[config.mk]
export PLATFORM = sky130hd
export DESIGN_NAME = ws2812_column_scheduler_flat
export DESIGN_NICKNAME = d
export VERILOG_FILES = /design/src/rtl/ws2812_column_scheduler_if.sv /design/src/rtl/ws2812_column_scheduler.sv /design/src/flat_wrapper.sv
export SDC_FILE = /design/constraint.sdc
export NUM_CORES = 1
export LEC_CHECK = 0
export ABC_AREA = 1
export CORE_ASPECT_RATIO = 1.5
export CORE_UTILIZATION = 49
export CTS_CLUSTER_DIAMETER = 40
export CTS_CLUSTER_SIZE = 8
export DETAILED_ROUTE_END_ITERATION = 6
export PLACE_DENSITY_LB_ADDON = 0.1
export SETUP_SLACK_MARGIN = 0.15
export SLEW_MARGIN = 15
export SYNTH_ARGS = -nofsm -noshare
export SYNTH_HDL_FRONTEND = slang
export SYNTH_SLANG_ARGS = --single-unit
[constraint.sdc]
create_clock -name clk -period 15.12 [get_ports clk]
set_clock_uncertainty 0.15 [all_clocks]
set_input_delay 3.78 -clock clk [delete_from_list [all_inputs] [get_ports clk]]
set_output_delay 3.78 -clock clk [all_outputs]
set_load 0.1 [all_outputs]
[src/rtl/ws2812_column_scheduler_if.sv]
// Signal bundle between the column scheduler, the frame RAM and the ws2812 driver.
// The brightness input exists only when BRIGHTNESS_SCALE_EN is defined.
`timescale 1ns/1ps
interface ws2812_column_scheduler_if #(
    parameter int unsigned LED_COUNT  = 8,
    parameter int unsigned ADDR_WIDTH = 8,
    parameter int unsigned COL_WIDTH  = 5
);
    logic                      enable;
    logic                      col_tick;
    logic                      index_pulse;
    logic [ADDR_WIDTH-1:0]     ram_addr;
    logic [23:0]               ram_data;
    logic [LED_COUNT*24-1:0]   drv_data;
    logic                      drv_start;
    logic                      drv_busy;
    logic [COL_WIDTH-1:0]      column;
    logic                      col_done;
    logic                      overrun;
`ifdef BRIGHTNESS_SCALE_EN
    logic [7:0]                brightness;

    modport master (
        input  enable, col_tick, index_pulse, ram_data, drv_busy, brightness,
        output ram_addr, drv_data, drv_start, column, col_done, overrun
    );
    modport slave (
        output enable, col_tick, index_pulse, ram_data, drv_busy, brightness,
        input  ram_addr, drv_data, drv_start, column, col_done, overrun
    );
`else
    modport master (
        input  enable, col_tick, index_pulse, ram_data, drv_busy,
        output ram_addr, drv_data, drv_start, column, col_done, overrun
    );
    modport slave (
        output enable, col_tick, index_pulse, ram_data, drv_busy,
        input  ram_addr, drv_data, drv_start, column, col_done, overrun
    );
`endif
endinterface

[src/rtl/ws2812_column_scheduler.sv]
// Column sequencer for a POV display: fetch one column of pixels, hand it to the ws2812 driver.
// Optional per-pixel brightness scaling at capture is enabled by defining BRIGHTNESS_SCALE_EN.
`timescale 1ns/1ps
module ws2812_column_scheduler #(
    parameter int unsigned LED_COUNT  = 8,
    parameter int unsigned COLUMNS    = 32,
    parameter int unsigned ADDR_WIDTH = 8,
    parameter int unsigned COL_WIDTH  = 5
) (
    input  logic                      clk,
    input  logic                      reset,
    ws2812_column_scheduler_if.master bus
);
    localparam int unsigned KW = $clog2(LED_COUNT + 1);
    localparam int unsigned DW = LED_COUNT * 24;
    localparam logic [KW-1:0]        KLast   = KW'(LED_COUNT);
    localparam logic [COL_WIDTH-1:0] ColLast = COL_WIDTH'(COLUMNS - 1);

    typedef enum logic [2:0] {StIdle, StFetch, StLoad, StArm, StSend} state_e;

    state_e               state_q, state_d;
    logic [KW-1:0]        k_q, k_d;
    logic [KW-1:0]        k_addr;
    logic [COL_WIDTH-1:0] column_q, column_d;
    logic [COL_WIDTH-1:0] fetch_col_q, fetch_col_d;
    logic                 pending_q, pending_d;
    logic                 overrun_q, overrun_d;
    logic [DW-1:0]        shadow_q, shadow_d;
    logic [DW-1:0]        drv_data_q, drv_data_d;
    logic [23:0]          pixel;
    logic                 fetch_entry;
    logic                 drv_start;
    logic                 col_done;

`ifdef BRIGHTNESS_SCALE_EN
    function automatic logic [7:0] scale_chan(input logic [7:0] c, input logic [7:0] b);
        return 8'((16'(c) * (16'(b) + 16'd1)) >> 8);
    endfunction

    assign pixel = {scale_chan(bus.ram_data[23:16], bus.brightness),
                    scale_chan(bus.ram_data[15:8],  bus.brightness),
                    scale_chan(bus.ram_data[7:0],   bus.brightness)};
`else
    assign pixel = bus.ram_data;
`endif

    // k runs one past the last LED to catch the final sync-read word; hold the address there.
    assign k_addr       = (k_q == KLast) ? KW'(LED_COUNT - 1) : k_q;
    assign bus.ram_addr = ADDR_WIDTH'(fetch_col_q) * ADDR_WIDTH'(LED_COUNT)
                        + ADDR_WIDTH'(k_addr);

    always_comb begin
        state_d     = state_q;
        k_d         = k_q;
        column_d    = column_q;
        fetch_col_d = fetch_col_q;
        pending_d   = pending_q;
        overrun_d   = overrun_q;
        shadow_d    = shadow_q;
        drv_data_d  = drv_data_q;
        fetch_entry = 1'b0;
        drv_start   = 1'b0;
        col_done    = 1'b0;

        unique case (state_q)
            StIdle: begin
                if (pending_q && bus.enable) begin
                    fetch_entry = 1'b1;
                    k_d         = '0;
                    fetch_col_d = bus.index_pulse ? '0 : column_q;
                    state_d     = StFetch;
                end
            end
            StFetch: begin
                for (int i = 0; i < int'(LED_COUNT); i++) begin
                    if (k_q == KW'(i + 1)) shadow_d[i*24 +: 24] = pixel;
                end
                if (k_q == KLast) begin
                    // Publish on the LOAD boundary so data is valid alongside drv_start.
                    drv_data_d = shadow_d;
                    state_d    = StLoad;
                end else begin
                    k_d = k_q + KW'(1);
                end
            end
            StLoad: begin
                drv_start = 1'b1;
                state_d   = StArm;
            end
            StArm: begin
                state_d = StSend;
            end
            StSend: begin
                if (!bus.drv_busy) begin
                    col_done = 1'b1;
                    column_d = (column_q == ColLast) ? '0 : column_q + COL_WIDTH'(1);
                    state_d  = StIdle;
                end
            end
            default: begin
                state_d = StIdle;
            end
        endcase

        if (fetch_entry) pending_d = 1'b0;
        // A tick landing on the fetch-entry edge queues the next column instead of overrunning.
        if (bus.col_tick) begin
            if (pending_q && !fetch_entry) overrun_d = 1'b1;
            pending_d = 1'b1;
        end
        if (bus.index_pulse) column_d = '0;
    end

    always_ff @(posedge clk or posedge reset) begin
        if (reset) begin
            state_q     <= StIdle;
            k_q         <= '0;
            column_q    <= '0;
            fetch_col_q <= '0;
            pending_q   <= 1'b0;
            overrun_q   <= 1'b0;
            shadow_q    <= '0;
            drv_data_q  <= '0;
        end else begin
            state_q     <= state_d;
            k_q         <= k_d;
            column_q    <= column_d;
            fetch_col_q <= fetch_col_d;
            pending_q   <= pending_d;
            overrun_q   <= overrun_d;
            shadow_q    <= shadow_d;
            drv_data_q  <= drv_data_d;
        end
    end

    assign bus.drv_data  = drv_data_q;
    assign bus.drv_start = drv_start;
    assign bus.column    = column_q;
    assign bus.col_done  = col_done;
    assign bus.overrun   = overrun_q;

endmodule
[src/flat_wrapper.sv]
// flat-port wrapper written by rule: the top's interface ports become plain ports
module ws2812_column_scheduler_flat 
#(
    parameter int unsigned LED_COUNT  = 8,
    parameter int unsigned COLUMNS    = 32,
    parameter int unsigned ADDR_WIDTH = 8,
    parameter int unsigned COL_WIDTH  = 5
)
  (clk, reset, bus_enable, bus_col_tick, bus_index_pulse, bus_ram_data, bus_drv_busy, bus_ram_addr, bus_drv_data, bus_drv_start, bus_column, bus_col_done, bus_overrun);
  ws2812_column_scheduler_if #(.LED_COUNT(LED_COUNT), .ADDR_WIDTH(ADDR_WIDTH), .COL_WIDTH(COL_WIDTH)) bus_i ();
  input  logic clk;
  input  logic reset;
  input wire logic [$bits(bus_i.enable)-1:0] bus_enable;
  input wire logic [$bits(bus_i.col_tick)-1:0] bus_col_tick;
  input wire logic [$bits(bus_i.index_pulse)-1:0] bus_index_pulse;
  input wire logic [$bits(bus_i.ram_data)-1:0] bus_ram_data;
  input wire logic [$bits(bus_i.drv_busy)-1:0] bus_drv_busy;
  output wire logic [$bits(bus_i.ram_addr)-1:0] bus_ram_addr;
  output wire logic [$bits(bus_i.drv_data)-1:0] bus_drv_data;
  output wire logic [$bits(bus_i.drv_start)-1:0] bus_drv_start;
  output wire logic [$bits(bus_i.column)-1:0] bus_column;
  output wire logic [$bits(bus_i.col_done)-1:0] bus_col_done;
  output wire logic [$bits(bus_i.overrun)-1:0] bus_overrun;
  assign bus_i.enable = bus_enable;
  assign bus_i.col_tick = bus_col_tick;
  assign bus_i.index_pulse = bus_index_pulse;
  assign bus_i.ram_data = bus_ram_data;
  assign bus_i.drv_busy = bus_drv_busy;
  assign bus_ram_addr = bus_i.ram_addr;
  assign bus_drv_data = bus_i.drv_data;
  assign bus_drv_start = bus_i.drv_start;
  assign bus_column = bus_i.column;
  assign bus_col_done = bus_i.col_done;
  assign bus_overrun = bus_i.overrun;
  ws2812_column_scheduler #(.LED_COUNT(LED_COUNT), .COLUMNS(COLUMNS), .ADDR_WIDTH(ADDR_WIDTH), .COL_WIDTH(COL_WIDTH)) u_core (.clk(clk), .reset(reset), .bus(bus_i));
endmodule
# After elaboration in Yosys (flattened, before gate mapping)
# Index checks and enable logic that the tools add are counted.
[word_totals]
reg_bits = 403
in_bits = 30
out_inout_bits = 208
wordCells = 70
[op_classes]
addsub = 3
n_eq_ne = 18
mux = 28
n_reduce_logical = 13
[op_table]
columns = ["op", "count"]
rows = [
  ["$mux W24", 8],
  ["$mux W5", 5],
  ["$eq A4 B3 Y1 const B", 4],
  ["$pmux W3 S5", 1],
  ["$mux W4", 3],
  ["$mux W3", 3],
  ["$add A8 B4 Y8", 1],
  ["$eq A4 B2 Y1 const B", 2],
  ["$pmux W4 S2", 1],
  ["$reduce_and A2 Y1", 4],
  ["$mux W1", 7],
  ["$eq A3 B2 Y1 const B", 2],
  ["$ne A2 B2 Y1 const B", 3],
  ["$reduce_and A3 Y1", 2],
  ["$reduce_bool A2 Y1", 3],
  ["$add A5 B1 Y5 const B", 1],
  ["$eq A5 B5 Y1 const B", 1],
  ["$add A4 B1 Y4 const B", 1],
  ["$eq A4 B1 Y1 const B", 1],
  ["$eq A4 B4 Y1 const B", 1],
  ["$ne A2 B1 Y1 const B", 2],
  ["$eq A3 B1 Y1 const B", 1],
  ["$eq A3 B3 Y1 const B", 1],
  ["$logic_not A3 Y1", 1],
  ["other kinds (2)", 3],
]

# Depth between registers and ports, before layout
[depth]
depth_word = 6
mapped_depth = 9

# Worst setup path before layout
# OpenSTA, ideal clock, no wires.
[synth_path]
path_type = "input to output"
startpoint = "input bus_drv_busy"
endpoint = "output bus_col_done"
arrival_ns = 5.148
required_time_ns = 11.190
slack_ns = 6.042
path_stages = 1
path_buffers = 0
path_cell_list = "nor2_1"
[synth_between]
elab_chain_cells = 2
[synth_rtl]
columns = ["item", "line", "source"]
rows = [
  ["start: declaration", "flat_wrapper.sv:17", "input wire logic [$bits(bus_i.drv_busy)-1:0] bus_drv_busy;"],
  ["$mux W1", "ws2812_column_scheduler.sv:94", "if (!bus.drv_busy) begin"],
  ["$mux W1", "ws2812_column_scheduler.sv:65", "unique case (state_q)"],
  ["end: declaration", "flat_wrapper.sv:22", "output wire logic [$bits(bus_i.col_done)-1:0] bus_col_done;"],
]
# Every way passes these cells.

# Worst setup path after layout
# Ends and elaborated chain as after synthesis.

==> metrics <==
crit path from=bus_drv_busy; Die Y=226 um; initial antenna violation count=4; VDD IR max=0.000126 V; area share of the largest cell type after synthesis=58.1%; worst r2r src=u_core.state_q[1]; All-Layer GR Usage=28.4%; flops & latches, synth=379; kind of critical path=in2out; DR iter-0 viols=997; max_slew headroom=26.3%; Fillers=2,910; slowest cell on the critical path=clkdlybuf4s50_1; RR Endpoint=u_core.bus.drv_data[107]; final worst slack=5.51 ns; postcts setup bufs=0; Reg area=9480 um2; num ports=238; Rows=81; share of layout cells above drive strength 1=3.89%; DR WL/cell=17.5 um; status=complete, no violations; FFs w/ async S/R, synth=100%; Synth area leaders=dfrtp_1, nand2_1, o21ai_0; IO Port Bufs=237; Gate Count Post-Synth=2,067; largest net degree at the start of global routing=124; critical path, cell by cell=clkdlybuf4s50_1, nor2_1, clkdlybuf4s50_1; Hold Path Class=reg2reg; Worst Tran Pin Value=1.10 ns; Pwr Density=237 nW/um2; Critical Path Stages=3; pre-CTS setup slack=5.52 ns; crit path max fanout=5; vias in the first global route=13,300; htree depth=2; Post-synth EDFFs=0; Seq/Total Area, Yosys=58.1%; Main synth FF type=dfrtp_1; fin. max-slew vios=0; Layout Area Growth over Synthesis=23.9%; core region area=32,700 um2; worst setup path endpoint=bus_col_done; CTS sink count=379; CTS buffer count=53; Multi-input gate area=6150 um2; Data required, critical path=11.19 ns; CP Buf/Inv Count=2; endpoint class of the critical path=output pin; total power draw=4.79 mW; syn_area_per_cell=7.90 um2; Final Hold Vio Count=0; YS warnings=0; RSZ-0062 raised after global routing=false; Synth area leader=dfrtp_1; Net Count, Synth=2,105; full die area=34,100 um2; Post-route DRC=0; routability cong.=0.788; Crit path largest cell delay=1.20 ns; post-DP HPWL=27.7 mm; Cell Area, Synth=16,300 um2; via count=13,900; die width=151 um; CTS tree=built; CP Launch Type=primary input; Starting Density=49.9%; grt total ovfl=0; Clock transition at path regs=0.05 ns; nets@finish=2,295; Worst R2R Setup Slack=11.52 ns; drt pass-1 iters=5; CP most frequent cell=clkdlybuf4s50_1; clk buf depth=3; Avg Vias per Cell=5.21; R2R depth=7; clk_lat worst skew=0.56 ns; Hold Slack=0.315 ns; Leakage=9.97 nW; first-pass GRT wire length=73.3 mm; final worst path period share=63.5%; CP arrival=5.68 ns; Max Clock Freq=0.104 GHz; CTS root buf=clkbuf_16; TNS Setup=0 ns; post_cts resized=0; post-layout minimum cycle time=9.61 ns; endpoints failing setup=0; antenna-violating nets left=0; hold_buf cts=0; final wirelength=46.9 mm; crit-path leading delay family=buffers and inverters; final core occ=61.8%; Netlist cell types=27; max-cap viol count=0
## worst min path at each step
stage	startpoint	endpoint	slack, ns	cells after the start
final	u_core.bus.drv_data[189]	u_core.bus.drv_data[189]	0.32	2
after global routing	u_core.shadow_q[60]	u_core.shadow_q[60]	0.34	2
after CTS	u_core.bus.drv_data[173]	u_core.bus.drv_data[173]	0.32	2
after detailed placement	u_core.bus.drv_data[189]	u_core.bus.drv_data[189]	0.31	2
after global placement	u_core.bus.drv_data[177]	u_core.bus.drv_data[177]	0.30	2
after floorplan	u_core.shadow_q[160]	u_core.shadow_q[160]	0.30	2
## cells by family after synthesis
group | Yosys count | share of synthesized area, %
DFF | 379 | 58.1
xor gates and xnor gates | 5 | 0.268
AOI/OAI and AO/OA | 177 | 5.45
buffers and inverters | 162 | 4.60
and+or+nand+nor | 1336 | 31.0
adders and majority gates | 8 | 0.613
## layout make-up
type                    instances  area share, %
multi-input cells            1526           30.4
inverters                      45          0.872
clock inverters                 2          0.192
repair buffers                252           12.3
clock buffers                  56           6.82
well taps                     415           2.57
diodes                          2         0.0247
flip-flops and latches        379           46.9
## worst reg2reg max path, cell delays in order (launching register included)
cell and delay, ns:
dfrtp_1 0.41, inv_2 0.14, nand3_4 0.80, nor2_4 0.36
buf_4 0.58, buf_4 0.74, nand2_1 0.26, nand2_1 0.10
## state kept, by name (all words and copies together), names as in the netlist
name / flops
u_core.bus.column: 5
u_core.bus.drv_data: 192
u_core.bus.overrun: 1
u_core.fetch_col_q: 5
u_core.k_q: 4
u_core.pending_q: 1
u_core.shadow_q: 168
u_core.state_q: 3
## cells in the final DEF, fill, tap and decap left out, drive strengths merged, types with 2 or more instances in the layout
cell,count
nand2,1294
diode,2
clkbuf,56
buf,15
o21ai,174
xor2,4
ha,8
dfrtp,379
nor2,19
nand3,20
inv,45
clkdlybuf4s50,237
## layer usage
metal | routed length, um | track usage, %
met2 | 21800 | 44.6
met1 | 19200 | 37.2
met5 | 0 | 0
met4 | 2170 | 13.5
met3 | 3680 | 6.18
## report_power, final
group / total (mW) / internal, mW / switching [mW]
Combinational: 2.25 / 0.497 / 1.75
Sequential: 1.48 / 1.31 / 0.168
Clock: 1.06 / 0.648 / 0.412
Total: 4.79 / 2.46 / 2.33
## through the flow
step	cells	cell area, um2
2_1_floorplan	2067	16300
3_3_place_gp	2617	18800
3_5_place_dp	2617	18800
4_1_cts	2675	20200
5_1_grt	2675	20200
6_report	2677	20200
## cell usage after synthesis, types with 2 or more instances
master    number
nor2_1        16
o21ai_1       69
nand2_1     1293
buf_1          6
nand3_1       19
nor2_2         2
xor2_1         4
ha_1           8
buf_2         52
clkbuf_1      39
buf_4         19
inv_2          5
o21ai_0      105
inv_1         39
dfrtp_1      379
(Power assumes the default switching activity.)
